## config.mk

```make
export PLATFORM = sky130hd
export DESIGN_NAME = seven_segment_scan
export DESIGN_NICKNAME = d
export VERILOG_FILES = /design/src/rtl/seven_segment_scan.sv
export SDC_FILE = /design/constraint.sdc
export NUM_CORES = 1
export LEC_CHECK = 0
export CAP_MARGIN = 20
export CORE_ASPECT_RATIO = 0.6
export CORE_MARGIN = 2
export CORE_UTILIZATION = 60
export CTS_CLUSTER_DIAMETER = 200
export DETAILED_ROUTE_END_ITERATION = 16
export GPL_ROUTABILITY_DRIVEN = 0
export PLACE_DENSITY = 0.93
export SLEW_MARGIN = 25
export SYNTH_ARGS = -nofsm -noshare
export SYNTH_HDL_FRONTEND = slang
export SYNTH_SLANG_ARGS = --single-unit
export TNS_END_PERCENT = 100
```

## constraint.sdc

```tcl
create_clock -name clk -period 6 [get_ports clk]
set_clock_uncertainty 0.15 [all_clocks]
set_input_delay 0.6 -clock clk [delete_from_list [all_inputs] [get_ports clk]]
set_output_delay 0.6 -clock clk [all_outputs]
set_load 0.005 [all_outputs]
```

## src/rtl/seven_segment_scan.sv

```systemverilog
// Time-multiplexed 7-segment scanner: one digit lit per refresh period, hex
// decode, per-digit decimal points, optional leading-zero blanking. Values are
// staged in a pending register and committed only when the scan wraps, so a
// frame never mixes two values.
module seven_segment_scan #(
  parameter int NUM_DIGITS  = 8,
  parameter int REFRESH_DIV = 50000,
  parameter int SEG_ACT_LOW = 1,
  parameter int AN_ACT_LOW  = 1,
  parameter int LZ_BLANK    = 1,
  localparam int IDX_W = (NUM_DIGITS > 1) ? $clog2(NUM_DIGITS) : 1
) (
  input  logic                    clk,
  input  logic                    reset_n,
  input  logic [4*NUM_DIGITS-1:0] i_value,
  input  logic [NUM_DIGITS-1:0]   i_dp,
  input  logic                    i_load,
  input  logic                    i_enable,
  output logic [6:0]              o_segments,
  output logic                    o_dp,
  output logic [NUM_DIGITS-1:0]   o_anode,
  output logic [IDX_W-1:0]        o_digit_idx,
  output logic                    o_frame_start
);

  localparam int VAL_W = 4 * NUM_DIGITS;
  localparam int DIV_W = $clog2(REFRESH_DIV);
  localparam logic SEG_LOW = (SEG_ACT_LOW != 0);
  localparam logic AN_LOW  = (AN_ACT_LOW != 0);
  localparam logic [DIV_W-1:0] DIV_LAST = DIV_W'(REFRESH_DIV - 1);
  localparam logic [IDX_W-1:0] IDX_LAST = IDX_W'(NUM_DIGITS - 1);

  // Active-high segment pattern {A,B,C,D,E,F,G} for one hex nibble.
  function automatic logic [6:0] hex_decode(input logic [3:0] nib);
    case (nib)
      4'h0: hex_decode = 7'h7E;
      4'h1: hex_decode = 7'h30;
      4'h2: hex_decode = 7'h6D;
      4'h3: hex_decode = 7'h79;
      4'h4: hex_decode = 7'h33;
      4'h5: hex_decode = 7'h5B;
      4'h6: hex_decode = 7'h5F;
      4'h7: hex_decode = 7'h70;
      4'h8: hex_decode = 7'h7F;
      4'h9: hex_decode = 7'h7B;
      4'hA: hex_decode = 7'h77;
      4'hB: hex_decode = 7'h1F;
      4'hC: hex_decode = 7'h4E;
      4'hD: hex_decode = 7'h3D;
      4'hE: hex_decode = 7'h4F;
      default: hex_decode = 7'h47;
    endcase
  endfunction

  logic [DIV_W-1:0]      div;
  logic [IDX_W-1:0]      idx;
  logic [VAL_W-1:0]      disp_value;
  logic [NUM_DIGITS-1:0] disp_dp;
  logic [VAL_W-1:0]      pend_value;
  logic [NUM_DIGITS-1:0] pend_dp;
  logic                  pend_valid;

  logic                  tick;
  logic                  wrap;
  logic [DIV_W-1:0]      div_nxt;
  logic [IDX_W-1:0]      idx_nxt;
  logic [VAL_W-1:0]      disp_value_nxt;
  logic [NUM_DIGITS-1:0] disp_dp_nxt;

  logic [3:0]            nib;
  logic                  dp_req;
  logic                  blank;
  logic [6:0]            seg_on;
  logic                  dp_on;
  logic [NUM_DIGITS-1:0] an_on;

  // Next-state of divider, digit index and displayed value.
  always_comb begin
    tick    = (div == DIV_LAST);
    wrap    = tick && (idx == IDX_LAST);
    div_nxt = tick ? '0 : div + DIV_W'(1);
    idx_nxt = idx;
    if (tick) begin
      idx_nxt = (idx == IDX_LAST) ? '0 : idx + IDX_W'(1);
    end
    disp_value_nxt = disp_value;
    disp_dp_nxt    = disp_dp;
    if (wrap && pend_valid) begin
      disp_value_nxt = pend_value;
      disp_dp_nxt    = pend_dp;
    end
  end

  // Pick the digit about to be driven and decide whether it is a leading zero.
  always_comb begin : sel_digit
    logic zero_above;
    nib        = 4'h0;
    dp_req     = 1'b0;
    blank      = 1'b0;
    zero_above = 1'b1;
    // Walk from the most significant digit down so zero_above covers k..top.
    for (int k = NUM_DIGITS - 1; k >= 0; k--) begin
      zero_above = zero_above && (disp_value_nxt[4*k +: 4] == 4'h0);
      if (idx_nxt == IDX_W'(k)) begin
        nib    = disp_value_nxt[4*k +: 4];
        dp_req = disp_dp_nxt[k];
        blank  = (LZ_BLANK != 0) && (k != 0) && zero_above;
      end
    end
    seg_on = (i_enable && !blank) ? hex_decode(nib) : 7'h00;
    dp_on  = i_enable && !blank && dp_req;
    an_on  = i_enable ? (NUM_DIGITS'(1) << idx_nxt) : '0;
  end

  // Refresh divider and scan index.
  always_ff @(posedge clk or negedge reset_n) begin
    if (!reset_n) begin
      div <= '0;
      idx <= '0;
    end else begin
      div <= div_nxt;
      idx <= idx_nxt;
    end
  end

  // Pending capture; a load on the wrap edge re-arms pending after the commit.
  always_ff @(posedge clk or negedge reset_n) begin
    if (!reset_n) begin
      pend_value <= '0;
      pend_dp    <= '0;
      pend_valid <= 1'b0;
    end else if (i_load) begin
      pend_value <= i_value;
      pend_dp    <= i_dp;
      pend_valid <= 1'b1;
    end else if (wrap) begin
      pend_valid <= 1'b0;
    end
  end

  // Displayed value, changed only at a frame boundary.
  always_ff @(posedge clk or negedge reset_n) begin
    if (!reset_n) begin
      disp_value <= '0;
      disp_dp    <= '0;
    end else begin
      disp_value <= disp_value_nxt;
      disp_dp    <= disp_dp_nxt;
    end
  end

  // Registered outputs, aligned with the index update.
  always_ff @(posedge clk or negedge reset_n) begin
    if (!reset_n) begin
      o_anode       <= {NUM_DIGITS{AN_LOW}};
      o_segments    <= {7{SEG_LOW}};
      o_dp          <= SEG_LOW;
      o_digit_idx   <= '0;
      o_frame_start <= 1'b0;
    end else begin
      o_anode       <= an_on ^ {NUM_DIGITS{AN_LOW}};
      o_segments    <= seg_on ^ {7{SEG_LOW}};
      o_dp          <= dp_on ^ SEG_LOW;
      o_digit_idx   <= idx_nxt;
      o_frame_start <= wrap;
    end
  end

endmodule

```

### Word level (Yosys, flattened, before mapping)

Memory sizes are Yosys's and may differ from the RTL's.
Cells that the tools add are included.

* shift operators: 1
* reduce and logical (&&, ||, !) cells: 20
* multiplexer cells: 33
* add/sub/neg operators: 2
* equal/unequal tests: 9
* bitwise logic cells: 3

Operators by type and width (count)
* $mux 32: 1
* $mux 4: 8
* $logic_not 4->1: 7
* $mux 1: 18
* $add 16x1->16 const B: 1
* $eq 16x16->1 const B: 1
* $mux 16: 1
* $mux 8: 2
* $eq 3x3->1 const B: 5
* $logic_and 1x1->1: 10
* $not 8->8: 1
* $shl 1x3->8 const A: 1
* $mux 7: 1
* $not 7->7: 1
* $eq 3x2->1 const B: 2
* $mux 3: 2
* $add 3x1->3 const B: 1
* $eq 3x1->1 const B: 1
* $logic_not 3->1: 1
* $reduce_bool 2->1: 1
* $logic_not 1->1: 1
* $not 1->1: 1

* input bits: 44
* register bits after elaboration: 117
* ROM bits: 112
* output and inout port bits: 20
* memories: 1
* word-level logic and storage cells: 80

Memory list
* (name not given): words 16, width 7, read ports 1, clocked after Yosys merged registers in 0, wr ports 0, RTL line 35 `case (nib)`

### Depth between registers and ports, before layout

* depth in word-level cells: 17
* depth in mapped cells: 18
* mapped depth without buffers: 14

### Least setup slack after synthesis

OpenSTA, ideal clock, no wires.

* path type: register to register
* start: register div[0]
* end: register o_segments[3]
* path slack: 2.526 ns
* arrival: 3.239 ns
* library setup time: 0.084 ns
* buffers on the path: 2
* data required time: 5.766 ns
* clock period less this slack: 3.474 ns
* cell stages (with the launch flop): 16
* cells stage by stage: dfrtp_1 ha_1 and3_1 buf_2 and4_1 buf_6 nand3_4 mux2_2 a221o_1 o31a_1 a211o_1 inv_1 ha_1 inv_1 or3_1 o2111ai_1

* longest elaborated chain between the ends: 17
* elaborated cells on any way between the ends: 47
* those cells by class: 8 x eq/ne; 19 x mux; 1 x bitwise; 18 x reduce/logical; 1 x memory

Ends and longest elaborated chain
* from (decl): RTL line 55 `logic [DIV_W-1:0] div;`
* from (signal assigned): RTL line 121 `div <= div_nxt;`
* $eq 16x16->1 *: RTL line 79 `tick = (div == DIV_LAST);`
* $logic_and 1x1->1 *: RTL line 80 `wrap = tick && (idx == IDX_LAST);`
* $logic_and 1x1->1 *: RTL line 88 `if (wrap && pend_valid) begin`
* $mux 32 *: RTL line 88
* named net disp_value_nxt[28]: RTL line 67 `logic [VAL_W-1:0] disp_value_nxt;`
* parallel branches: the longest is 11 deep, another holds $mem_v2 16x7
* $mux 7 *: RTL line 110 `seg_on = (i_enable && !blank) ? hex_decode(nib) : 7'h00;`
* $not 7->7 (no line) *
* to (signal assigned): RTL line 156 `o_segments <= {7{SEG_LOW}};`
* to (signal assigned): RTL line 162 `o_segments <= seg_on ^ {7{SEG_LOW}};`
* to (decl): RTL line 19 `output logic [6:0] o_segments,`

Mark *: on every way through the listed nets, which the timed path passes.
A chain may end at the register's enable or synchronous reset.

### Worst setup path in the final report

* start: register div[0]
* end: register o_segments[3]

* elaborated cells on any way between the ends: 47
* those cells by class: 8 x eq/ne; 19 x mux; 1 x bitwise; 18 x reduce/logical; 1 x memory

RTL lines
* $eq 16x16->1 *: RTL line 79
* $mux 3 *: RTL line 83 `if (tick) begin`
* named net idx_nxt[2]: RTL line 66 `logic [IDX_W-1:0] idx_nxt;`
* parallel branches: the longest is 11 deep, another holds $mem_v2 16x7
* $mux 7 *: RTL line 110
* $not 7->7 (no line) *

Marks and branches as above.

==> summary.txt <==
Status
  • Status: finished clean

Yosys
  • Syn nets: 533
  • Synth Instances: 480
  • Synth area leaders: dfrtp_1 (46%), mux2_2 (12%), dfstp_2 (7.7%)
  • Mean area per synthesized cell: 11.4 sq um
  • Area share of the largest cell type after synthesis: 46.3%
  • Synth cell types: 63
  • FF+latch count, synth: 117
  • Ys async rst share: 100%
  • Synth Cell Area: 5460 sq um
  • Sequential share of the synthesized area: 54.0%
  • Number of flops mapped to enable cells by yosys: 0
  • Top FF cell, synth: dfrtp_1
  • Synth warn: 0
  • Yosys top cell by area: dfrtp_1

Clocking
  • CTS Root Cell: clkbuf_16
  • CTS HTree Levels: 4
  • CTS tree: yes
  • TritonCTS buffer count: 17
  • Post-CTS sizing: 0
  • Worst-path clk slew: 0.05 ns
  • Setup bufs post-CTS: 0
  • Hold_buf cts: 0
  • Clock latency on the worst-skew pair: 0.42 ns
  • CTS max path bufs: 2
  • Number of clock sinks: 117

Job
  • MaxCap Viol Count: 0

Routing
  • Via count: 4236
  • Iteration-0 DRC Markers: 602
  • DRC: 0
  • DR pass1 iterations: 7
  • DRT Wirelength: 13.8 mm
  • Wire length per cell: 20.5 um
  • Number of routed nets with antenna violations: 0
  • Avg Vias per Cell: 6.31

Timing
  • Setup TNS: 0 ns
  • Slew @ Worst Pin: 0.986 ns
  • RSZ-0062 raised after global routing: false
  • Tmin final: 4.87 ns
  • Slew margin rel.: 34.3%
  • Final hold violations: 0
  • Max frequency: 205 MHz
  • Worst hold slack: 0.0118 ns
  • Pins Over Slew Limit: 0
  • Period utilisation layout: 81.2%
  • Finish-stage setup viols: 0

Min path
  • Worst hold path type: in2async

Critical path
  • CP Data Arrival Time: 5.05 ns
  • CP max FO: 17
  • Startpoint Class: flip-flop
  • Crit Path Class: reg2reg
  • WP data required: 6.18 ns
  • CP Capture Type: flip-flop

Power and ir drop
  • PwrDens: 297 nW/um^2
  • Tot Pwr: 2.02 mW
  • Internal power: 1.60 mW
  • Switching share of total power: 20.5%
  • Worst vdd ir: 0.215 mV
  • Reg power frac: 42.0%
  • Logic pwr share: 4.7%
  • Clk pwr share: 53.3%
  • NetSw: 412 uW
  • Leakage power: 3.17 nW

Placement
  • Final HPWL from detailed placement: 9.04 mm
  • PortBufs: 63
  • Area of placed instances: 6140 sq um

Global route
  • First-pass GRT wire length: 21.8 mm
  • Vias in the first global route: 4134
  • GR Overflow Total: 0
  • All-layer global routing usage: 29.4%
  • Largest net degree at the start of global routing: 76
  • Initial antenna violation count: 0

Floorplanning
  • Die Span X: 127 um
  • Die area: 9910 sq um
  • Initial core utilization: 62.9%
  • Die Ht: 77.9 um
  • Site Rows: 26
  • Ports: 64
  • Core ar.: 8690 sq um

Cells and area
  • Share of layout cells above drive strength 1: 21.8%
  • N_diodes: 0
  • Nets: 599
  • Final instance area: 6790 sq um
  • Synth-to-layout area growth: 24.3%
  • Final Util: 78.2%
-- placed cells by master (no fill, tap or decap), types with 8 or more instances in the layout --
cell type	instances
ha_1	9
clkbuf_16	17
dfstp_2	16
nand2_1	90
inv_1	14
and3_1	8
xor2_1	9
nor2_1	23
mux2_2	57
clkdlybuf4s50_1	61
mux2i_1	13
o21ai_0	11
nor3_1	8
nand3_1	13
dfrtp_1	101
nor4_1	9
-- power groups by stage --
stage | combinational (mW) | sequential (mW) | clock, mW
2_1_floorplan | 0.0379 | 0.848 | 0
3_3_place_gp | 0.0885 | 0.856 | 0
3_5_place_dp | 0.0939 | 0.858 | 0
4_1_cts | 0.0950 | 0.846 | 1.08
5_1_grt | 0.104 | 0.850 | 1.12
6_report | 0.0948 | 0.847 | 1.07
-- registers in the layout (all words and copies together) (netlist names) --
signal,count
o_segments,7
pend_dp,8
disp_dp,8
disp_value,32
o_digit_idx,3
o_anode,8
pend_valid,1
o_dp,1
div,16
pend_value,32
o_frame_start,1
-- final cells by class --
type / count / area (sq um)
fillers: 510 / 1900
clock buffers: 23 / 478
inverters: 14 / 52.6
flip-flops and latches: 117 / 2950
multi-input cells: 329 / 2360
clock inverters: 9 / 150
repair buffers: 67 / 666
well taps: 112 / 140
-- through the flow --
step                std cells  worst slack [ns]
floorplan                 480              2.53
global placement          638              1.67
detailed placement        638              1.43
CTS                       670              1.29
global route              671             0.799
finish                    671              1.13
-- path summary, 6_finish.rpt --
check / startpoint / end / slack [ns] / depth (start not counted)
setup / recovery: div[0] / o_segments[3] / 1.13 / 14
hold / removal: reset_n / pend_value[17] / 0.01 / 1
setup reg to reg: div[0] / o_segments[3] / 1.13 / 14
hold reg to reg: div[0] / div[0] / 0.32 / 1
max in group asynchronous: reset_n / disp_dp[0] / 4.56 / 3
min in group clk: div[0] / div[0] / 0.32 / 1
-- worst max-delay path, cell delays in order, from the launching register on --
cell and delay, ns:
dfrtp_1 0.37, ha_1 0.20, and3_1 0.29, nand4_2 0.45, mux2i_1 0.76, inv_1 0.28, a21oi_2 0.50, o2bb2ai_1 0.20
a2111oi_0 0.10, a21oi_1 0.55, inv_1 0.19, ha_1 0.33, nand2_1 0.06, o21ai_0 0.11, o2111ai_1 0.25
-- Yosys cell counts, types with 5 or more instances --
library cell / count
mux2i_1: 13
dfrtp_1: 101
nand3_1: 13
mux2_2: 57
and3_1: 8
ha_1: 9
nor2b_1: 5
nor3_1: 8
dfstp_2: 16
xnor2_1: 5
o21ai_0: 11
buf_2: 7
nand2_1: 90
nor2_1: 23
xor2_1: 9
nor4_1: 9
clkbuf_1: 9
nand2b_1: 5
inv_1: 14
-- cell families (layout without fill, tap and decap cells) --
| group | Yosys count | after routing | synth area share (%) |
|---|---|---|---|
| flip-flops | 117 | 117 | 54.0 |
| AO/OA/AOI/OAI | 56 | 56 | 8.31 |
| AND/OR/NAND/NOR | 177 | 177 | 15.6 |
| multiplexers | 73 | 73 | 15.0 |
| adder cells (fa/ha/maj) | 9 | 9 | 2.06 |
| XOR/XNOR | 14 | 14 | 2.24 |
| buffers and inverters | 34 | 113 | 2.91 |
-- routing by layer --
layer	GRT usage, %	up-vias	part of all wire [%]
li1	-	1831	-
met1	39.8	2091	42
met2	44.4	267	45
met3	10.6	47	9.8
met4	10.0	0	2.9
met5	0	-	0
(Power assumes the default switching activity.)
